[config.mk]
export PLATFORM = sky130hd
export DESIGN_NAME = sb_serializer
export DESIGN_NICKNAME = d
export VERILOG_FILES = /design/src/rtl/sb_ser_pkg.sv /design/src/rtl/sb_serializer_gap_timer.sv /design/src/rtl/sb_serializer.sv
export SDC_FILE = /design/constraint.sdc
export NUM_CORES = 1
export LEC_CHECK = 0
export ABC_CLOCK_PERIOD_IN_PS = 4200
export CAP_MARGIN = 10
export CELL_PAD_IN_SITES_DETAIL_PLACEMENT = 0
export CELL_PAD_IN_SITES_GLOBAL_PLACEMENT = 2
export CORE_MARGIN = 2
export CORE_UTILIZATION = 36
export DETAILED_ROUTE_END_ITERATION = 8
export MAX_ROUTING_LAYER = met4
export PLACE_DENSITY = 0.92
export RECOVER_POWER = 50
export SLEW_MARGIN = 0
export SYNTH_ARGS = -nofsm -noshare
export SYNTH_HDL_FRONTEND = slang
export SYNTH_SLANG_ARGS = --single-unit
[constraint.sdc]
create_clock -name clk -period 4.2 [get_ports clk]
set_clock_uncertainty 0.05 [all_clocks]
set_input_delay 0.42 -clock clk [delete_from_list [all_inputs] [get_ports clk]]
set_output_delay 0.42 -clock clk [all_outputs]
set_load 0.1 [all_outputs]
[src/rtl/sb_ser_pkg.sv]
// Shared types and default sizing for the sideband serializer.
package sb_ser_pkg;

    typedef enum logic [1:0] {
        ST_IDLE  = 2'd0,
        ST_SHIFT = 2'd1,
        ST_GAP   = 2'd2
    } sb_state_e;

    localparam int SB_PKT_WIDTH  = 64;
    localparam int SB_GAP_CYCLES = 32;

endpackage

[src/rtl/sb_serializer_gap_timer.sv]
// Loadable down-counter; done is high once the count has drained to zero.
module sb_gap_timer #(
    parameter int GAP_W = 6
) (
    input  logic             clk,
    input  logic             rst,
    input  logic             load,
    input  logic [GAP_W-1:0] load_val,
    output logic             done
);

    logic [GAP_W-1:0] cnt_q;

    always_ff @(posedge clk or posedge rst) begin
        if (rst) begin
            cnt_q <= '0;
        end else if (load) begin
            cnt_q <= load_val;
        end else if (cnt_q != '0) begin
            cnt_q <= cnt_q - 1'b1;
        end
    end

    assign done = (cnt_q == '0);

endmodule

[src/rtl/sb_serializer.sv]
// Sideband TX serializer, LSB first, with forwarded-clock enable.
// Optional post-packet idle gap is compiled in with SB_SER_IDLE_GAP_EN.
module sb_serializer
    import sb_ser_pkg::*;
#(
    parameter int WIDTH   = SB_PKT_WIDTH,
    parameter int WIDTH_W = 6,
    parameter int GAP     = SB_GAP_CYCLES,
    parameter int GAP_W   = 6
) (
    input  logic             clk,
    input  logic             rst,
    input  logic [WIDTH-1:0] in_data,
    input  logic             in_data_valid,
    output logic             in_data_ready,
    output logic             out_data,
    output logic             out_clk_en,
    output logic             busy
);

    sb_state_e          state_q;
    logic [WIDTH-1:0]   shift_q;
    logic [WIDTH_W-1:0] cnt_q;
    logic               out_data_q;
    logic               clk_en_q;
    logic               lastBit;
    logic               accept;

    if ((1 << WIDTH_W) < WIDTH) begin : gWidthCheck
        $error("sb_serializer: WIDTH_W too small for WIDTH");
    end
    if ((1 << GAP_W) <= GAP) begin : gGapCheck
        $error("sb_serializer: GAP_W too small for GAP");
    end

    assign lastBit = (state_q == ST_SHIFT) && (cnt_q == WIDTH_W'(WIDTH - 1));
    assign accept  = in_data_valid && in_data_ready;

`ifdef SB_SER_IDLE_GAP_EN
    logic gapDone;

    assign in_data_ready = !rst && (state_q == ST_IDLE);

    // Loaded with GAP-1 while the last bit launches, so the GAP state lasts GAP cycles.
    sb_gap_timer #(
        .GAP_W (GAP_W)
    ) u_gap_timer (
        .clk      (clk),
        .rst      (rst),
        .load     (lastBit),
        .load_val (GAP_W'(GAP - 1)),
        .done     (gapDone)
    );
`else
    assign in_data_ready = !rst && ((state_q == ST_IDLE) || lastBit);
`endif

    always_ff @(posedge clk or posedge rst) begin
        if (rst) begin
            state_q    <= ST_IDLE;
            shift_q    <= '0;
            cnt_q      <= '0;
            out_data_q <= 1'b0;
            clk_en_q   <= 1'b0;
        end else begin
            case (state_q)
                ST_IDLE: begin
                    out_data_q <= 1'b0;
                    clk_en_q   <= 1'b0;
                    if (accept) begin
                        shift_q <= in_data;
                        cnt_q   <= '0;
                        state_q <= ST_SHIFT;
                    end
                end
                ST_SHIFT: begin
                    out_data_q <= shift_q[0];
                    clk_en_q   <= 1'b1;
                    shift_q    <= {1'b0, shift_q[WIDTH-1:1]};
                    cnt_q      <= cnt_q + 1'b1;
                    if (lastBit) begin
                        cnt_q <= '0;
`ifdef SB_SER_IDLE_GAP_EN
                        state_q <= ST_GAP;
`else
                        // A packet taken on the last bit streams out with no bubble.
                        if (accept) begin
                            shift_q <= in_data;
                        end else begin
                            state_q <= ST_IDLE;
                        end
`endif
                    end
                end
`ifdef SB_SER_IDLE_GAP_EN
                ST_GAP: begin
                    out_data_q <= 1'b0;
                    clk_en_q   <= 1'b0;
                    if (gapDone) begin
                        state_q <= ST_IDLE;
                    end
                end
`endif
                default: begin
                    out_data_q <= 1'b0;
                    clk_en_q   <= 1'b0;
                    state_q    <= ST_IDLE;
                end
            endcase
        end
    end

    assign out_data   = out_data_q;
    assign out_clk_en = clk_en_q;
    assign busy       = (state_q != ST_IDLE);

endmodule

## After elaboration in Yosys (flattened, before gate mapping)

Cells that the tools add are included.

- Flip-flop bits (word level): 74
- Input bits: 67
- Output and inout bits: 4
- Word-level logic and storage cells: 34

- Add/sub/neg operators: 1
- Equal/unequal tests: 5
- Muxes and demuxes: 13
- Reductions and logical operators: 10

Operator list:

| operator | count |
|---|---|
| $mux 64 | 3 |
| $pmux 64 s2 | 1 |
| $mux 6 | 2 |
| $pmux 6 s2 | 1 |
| $add 6x1->6 const B | 1 |
| $eq 6x6->1 const B | 1 |
| $mux 2 | 3 |
| $ne 2x2->1 const B | 3 |
| $pmux 2 s2 | 1 |
| $reduce_bool 2->1 | 2 |
| $logic_and 1x1->1 | 3 |
| $reduce_and 3->1 | 1 |
| $eq 2x1->1 const B | 1 |
| $logic_not 2->1 | 1 |
| $mux 1 | 2 |
| $reduce_and 2->1 | 1 |
| $logic_not 1->1 | 1 |
| $logic_or 1x1->1 | 1 |

## Logic depth before layout (Yosys ltp)

- Depth in word-level cells: 8
- Mapped depth: 10
- Mapped depth without buffers: 9

## Worst setup path after synthesis

No wires, ideal clock.

- Path kind: in2reg
- Start point: input rst
- End point: register shift_q[60]
- Library setup time: 66 ps
- Data arrival time: 3242 ps
- Path slack: 842 ps
- Stages on the path: 8
- Buffers on the path: 2
- Path through: inv_1 -> nand3_1 -> ha_1 -> or2b_2 -> nor2b_4 -> buf_6 -> buf_6 -> a221o_1

- Cells in the longest elaborated chain, start to end: 6
- Elaborated cells on any way between the ends: 8
- Classes of those cells: 1 x eq/ne; 3 x mux; 4 x reduce/logical

Ends and longest elaborated chain:

| what | RTL line | text |
|---|---|---|
| start: declaration | sb_serializer.sv:12 | `input logic rst,` |
| $logic_not 1->1 (no line) * | n/a |  |
| $logic_and 1x1->1 * | sb_serializer.sv:55 | `assign in_data_ready = !rst && ((state_q == ST_IDLE) \|\| lastBit);` |
| $logic_and 1x1->1 * | sb_serializer.sv:37 | `assign accept = in_data_valid && in_data_ready;` |
| $mux 64 | sb_serializer.sv:87 | `if (accept) begin` |
| $mux 64 | sb_serializer.sv:81 | `if (lastBit) begin` |
| $pmux 64 s2 | sb_serializer.sv:66 | `case (state_q)` |
| end signal: assignment | sb_serializer.sv:71 | `shift_q <= in_data;` |
| end signal: assignment | sb_serializer.sv:79 | `shift_q <= {1'b0, shift_q[WIDTH-1:1]};` |
| end signal: assignment | sb_serializer.sv:88 | `shift_q <= in_data;` |
| end: declaration | sb_serializer.sv:22 | `logic [WIDTH-1:0] shift_q;` |

Mark *: on every way between the ends. The rest lies on a longest branch, timed or not.
A chain may end at the register's enable or synchronous reset.

## Worst setup path in the final report

- Start point: register cnt_q[0]
- End point: output in_data_ready

- Cells in the longest elaborated chain, start to end: 4

Ends and longest elaborated chain:

| what | RTL line | text |
|---|---|---|
| start: declaration | sb_serializer.sv:23 | `logic [WIDTH_W-1:0] cnt_q;` |
| start signal: assignment | sb_serializer.sv:80 | `cnt_q <= cnt_q + 1'b1;` |
| $eq 6x6->1 | sb_serializer.sv:36 | `assign lastBit = (state_q == ST_SHIFT) && (cnt_q == WIDTH_W'(WIDTH - 1));` |
| $logic_and 1x1->1 | sb_serializer.sv:36 |  |
| $logic_or 1x1->1 | sb_serializer.sv:55 |  |
| $logic_and 1x1->1 | sb_serializer.sv:55 |  |
| end: declaration | sb_serializer.sv:15 | `output logic in_data_ready,` |

Every way passes these cells.

==> out/qor.csv <==
stage;metric;value;unit
logic_synthesis;netlist.area_leader.share;54.8;%
logic_synthesis;synth_warnings;0;
status;violations;max-capacitance violations, max-slew violations;
floorplanning;fp-row-count;35;
placement;dp_slack;1250;ps
setup_path;cp.arrival;2580;ps
cts;cts.sinks;73;
floorplanning;dieArea;0.0100;mm²
final_layout;nets;399;
setup_path;cp_slowest_cell;clkdlybuf4s50_1;
logic_synthesis;ys_top_cells_by_area;dfrtp_1, a221o_1, and2_1, buf_6, o21ai_0;
placement;dp.cells;430;
setup_path;cp.depth;5;
sta;max_freq;328;MHz
sta;setup_viol;0;
setup_path;crit_chain;ha_1 > nand3_4 > o21a_1 > nor2_1 > clkdlybuf4s50_1;
cts;worstSkewPairLatency;340;ps
pwr;swShare;24.8;%
logic_synthesis;synth.distinct_cells;28;
final_layout;final_cell_area;0.00430;mm²
cts;cts_resized;0;
floorplanning;start_util;36.6;%
detailed_routing;vias;2427;
setup_path;cpPeakStageDelay;1140;ps
logic_synthesis;synth_edf_count;0;
grt;grt_max_degree;75;
pwr;p_int;0.00155;W
logic_synthesis;ys_seq_elements;73;
detailed_routing;vias_per_cell;5.45;
floorplanning;die_y;100;µm
placement;dpl_cell_area;0.00405;mm²
grt;grt_first_pass_wirelength;11.7;mm
sta;slew_headroom;-18.6;%
pwr;p_leak;1.91;nW
cts;cts-root-buf;clkbuf_8;
grt;antenna_found_initial;0;
cts;cts_hold_buf;0;
cts;cts_buffers;9;
worst_hold_path;holdCritPathClass;reg2reg;
final_layout;fin_util;47.3;%
floorplanning;io_pins;71;
setup_path;crit-reg2reg-launch;cnt_q[0]$_DFFE_PP0P_;
setup_path;crit_fanout;8;
placement;io_buffers;70;
setup_path;cp_num_buf_inv;1;
pwr;peakVddDrop;0.190;mV
detailed_routing;drc;0;
worst_hold_path;holdPathEnd;shift_q[11]$_DFFE_PP0P_;
detailed_routing;ant_nets;0;
sta;drv_slew;74;
worst_hold_path;worstHoldPathCells;1;
logic_synthesis;ys_seq_area_share;54.8;%
pwr;power_frac_seq;48.1;%
sta;rsz0062_at_grt;false;
pwr;pwr-share-comb;17.6;%
setup_path;endpoint_kind;output port;
worst_hold_path;min-delay-start;shift_q[12]$_DFFE_PP0P_;
final_layout;synthToLayoutAreaGrowth;29.1;%
logic_synthesis;synth_ff_type;dfrtp_1;
cts;cts_setup_buffers;0;
logic_synthesis;synthTopCellsByCount;dfrtp_1, and2_1, a221o_1;
setup_path;reg2reg_slack;1220;ps
sta;min_period;3050;ps
setup_path;r2r_cells;9;
setup_path;cp-startpoint;cnt_q[0]$_DFFE_PP0P_;
grt;grt.total_usage;15.3;%
placement;gp_congestion;0.803;
logic_synthesis;async_reset_ff_share;100;%
cts;htree_levels;3;
detailed_routing;first_iter_violations;128;
status;outcome;complete, but fails checks;
detailed_routing;wl;7.23;mm
grt;grt_pass1_vias;2289;
sta;fin_setup_tns;0;ps
run;drv_cap;1;
cts;clk_pin_slew;80;ps
floorplanning;die_w;100;µm
sta;worst_pin_slew;1780;ps
logic_synthesis;avgSynthCellArea;12.5;µm²
final_layout;diodes;0;
setup_path;critical_path.top_delay_family;buffers and inverters;
placement;detailed_place_hpwl;4.48;mm
final_layout;drive_gt1_share;7.78;%
sta;setup_ws;1150;ps
sta;finalHoldViolCount;0;
logic_synthesis;syn_nets;336;
detailed_routing;drtPass1Iterations;5;
grt;grt_overflow;0;
logic_synthesis;syn_inst;267;
cts;cts_buffer_depth;2;
setup_path;r2r-end;shift_q[26]$_DFFE_PP0P_;
detailed_routing;wl_per_cell;16.2;µm
logic_synthesis;yosys.area.top_type;dfrtp_1;
setup_path;required;3730;ps
pwr;clkPwrFrac;34.3;%
final_layout;stdcell_count;445;
logic_synthesis;yosysMostFrequentCell;dfrtp_1;
final_layout;fillerInstances;833;
floorplanning;coreArea;0.00911;mm²
pwr;p_sw;0.000513;W
pwr;powerDensity;480;mW/mm²
cts;tritoncts;done;
sta;fin_crit_sh;72.5;%
logic_synthesis;synth_area;0.00333;mm²
setup_path;cp-start-kind;flop;
setup_path;crit_type;reg2out;
-- registers in the layout (all words and copies together) (netlist names) --
name and count:
shift_q 64, cnt_q 6, out_clk_en 1, out_data 1
state_q 1
-- logic make-up (layout without fill, tap and decap cells) --
kind of cell / after synthesis / count (layout) / synth area share, %
AO/OA/AOI/OAI: 79 / 79 / 21.9
adder cells (fa/ha/maj): 2 / 2 / 0.750
buffers and inverters: 25 / 92 / 5.78
flip-flops: 73 / 73 / 54.8
multiplexers: 2 / 2 / 0.675
AND/OR/NAND/NOR: 86 / 86 / 16.1
-- per-stage QoR --
stage | total power (W) | hold slack [ps]
5_1_grt | 0.00217 | 473
3_5_place_dp | 0.00137 | 430
6_report | 0.00206 | 447
3_3_place_gp | 0.00136 | 415
2_1_floorplan | 0.00123 | 403
4_1_cts | 0.00209 | 447
-- cell usage in the layout (no fill, tap or decap), types with 2 or more instances in the layout --
cell type / count
dfrtp_1: 73
clkdlybuf4s50_1: 69
and2_1: 62
a221o_1: 62
clkbuf_8: 9
o21ai_0: 8
nand2_1: 5
nor3_1: 4
a21oi_1: 4
bufinv_16: 4
inv_1: 3
nor2_1: 3
nand3_1: 2
or3_1: 2
mux2_2: 2
buf_12: 2
-- routing by layer --
| metal | track usage (%) | part of all wire [%] | vias to the layer above |
|---|---|---|---|
| met5 | - | 0 | - |
| met4 | 3.48 | 0.50 | 0 |
| met3 | 5.08 | 5.6 | 5 |
| met2 | 21.1 | 45 | 70 |
| met1 | 21.8 | 49 | 1224 |
| li1 | - | - | 1128 |
-- how the worst max path moves through the flow --
stage                                    to  slack (ps)
floorplan           shift_q[60]$_DFFE_PP0P_         840
global placement    shift_q[25]$_DFFE_PP0P_        1350
detailed placement  shift_q[16]$_DFFE_PP0P_        1250
CTS                           in_data_ready        1140
global route         shift_q[6]$_DFFE_PP0P_         970
finish                        in_data_ready        1150
-- layout make-up --
type,count,area (µm²),share of cell area [%]
Clock buffer,10,128,2.97
Clock inverter,5,129,2.99
Inverter,3,11.3,0.262
Multi-Input combinational cell,169,1320,30.6
Sequential cell,73,1830,42.4
Tap cell,111,139,3.23
Timing Repair Buffer,74,753,17.5
-- worst reg2reg max path, stage by stage, from the launching register on --
cell	delay [ps]
dfrtp_1	390
ha_1	250
nand3_4	120
o21ai_0	310
nand3_1	140
ha_2	190
buf_4	310
a21oi_4	650
buf_12	300
a221o_1	190
-- power by group through the flow --
stage / logic, W / registers (W) / clock network (W)
global route: 0.000404 / 0.00101 / 0.000754
detailed placement: 0.000375 / 0.000994 / 0
finish: 0.000364 / 0.000992 / 0.000708
floorplan: 0.000236 / 0.000992 / 0
CTS: 0.000372 / 0.000989 / 0.000725
global placement: 0.000359 / 0.00100 / 0
(Power assumes the default switching activity.)
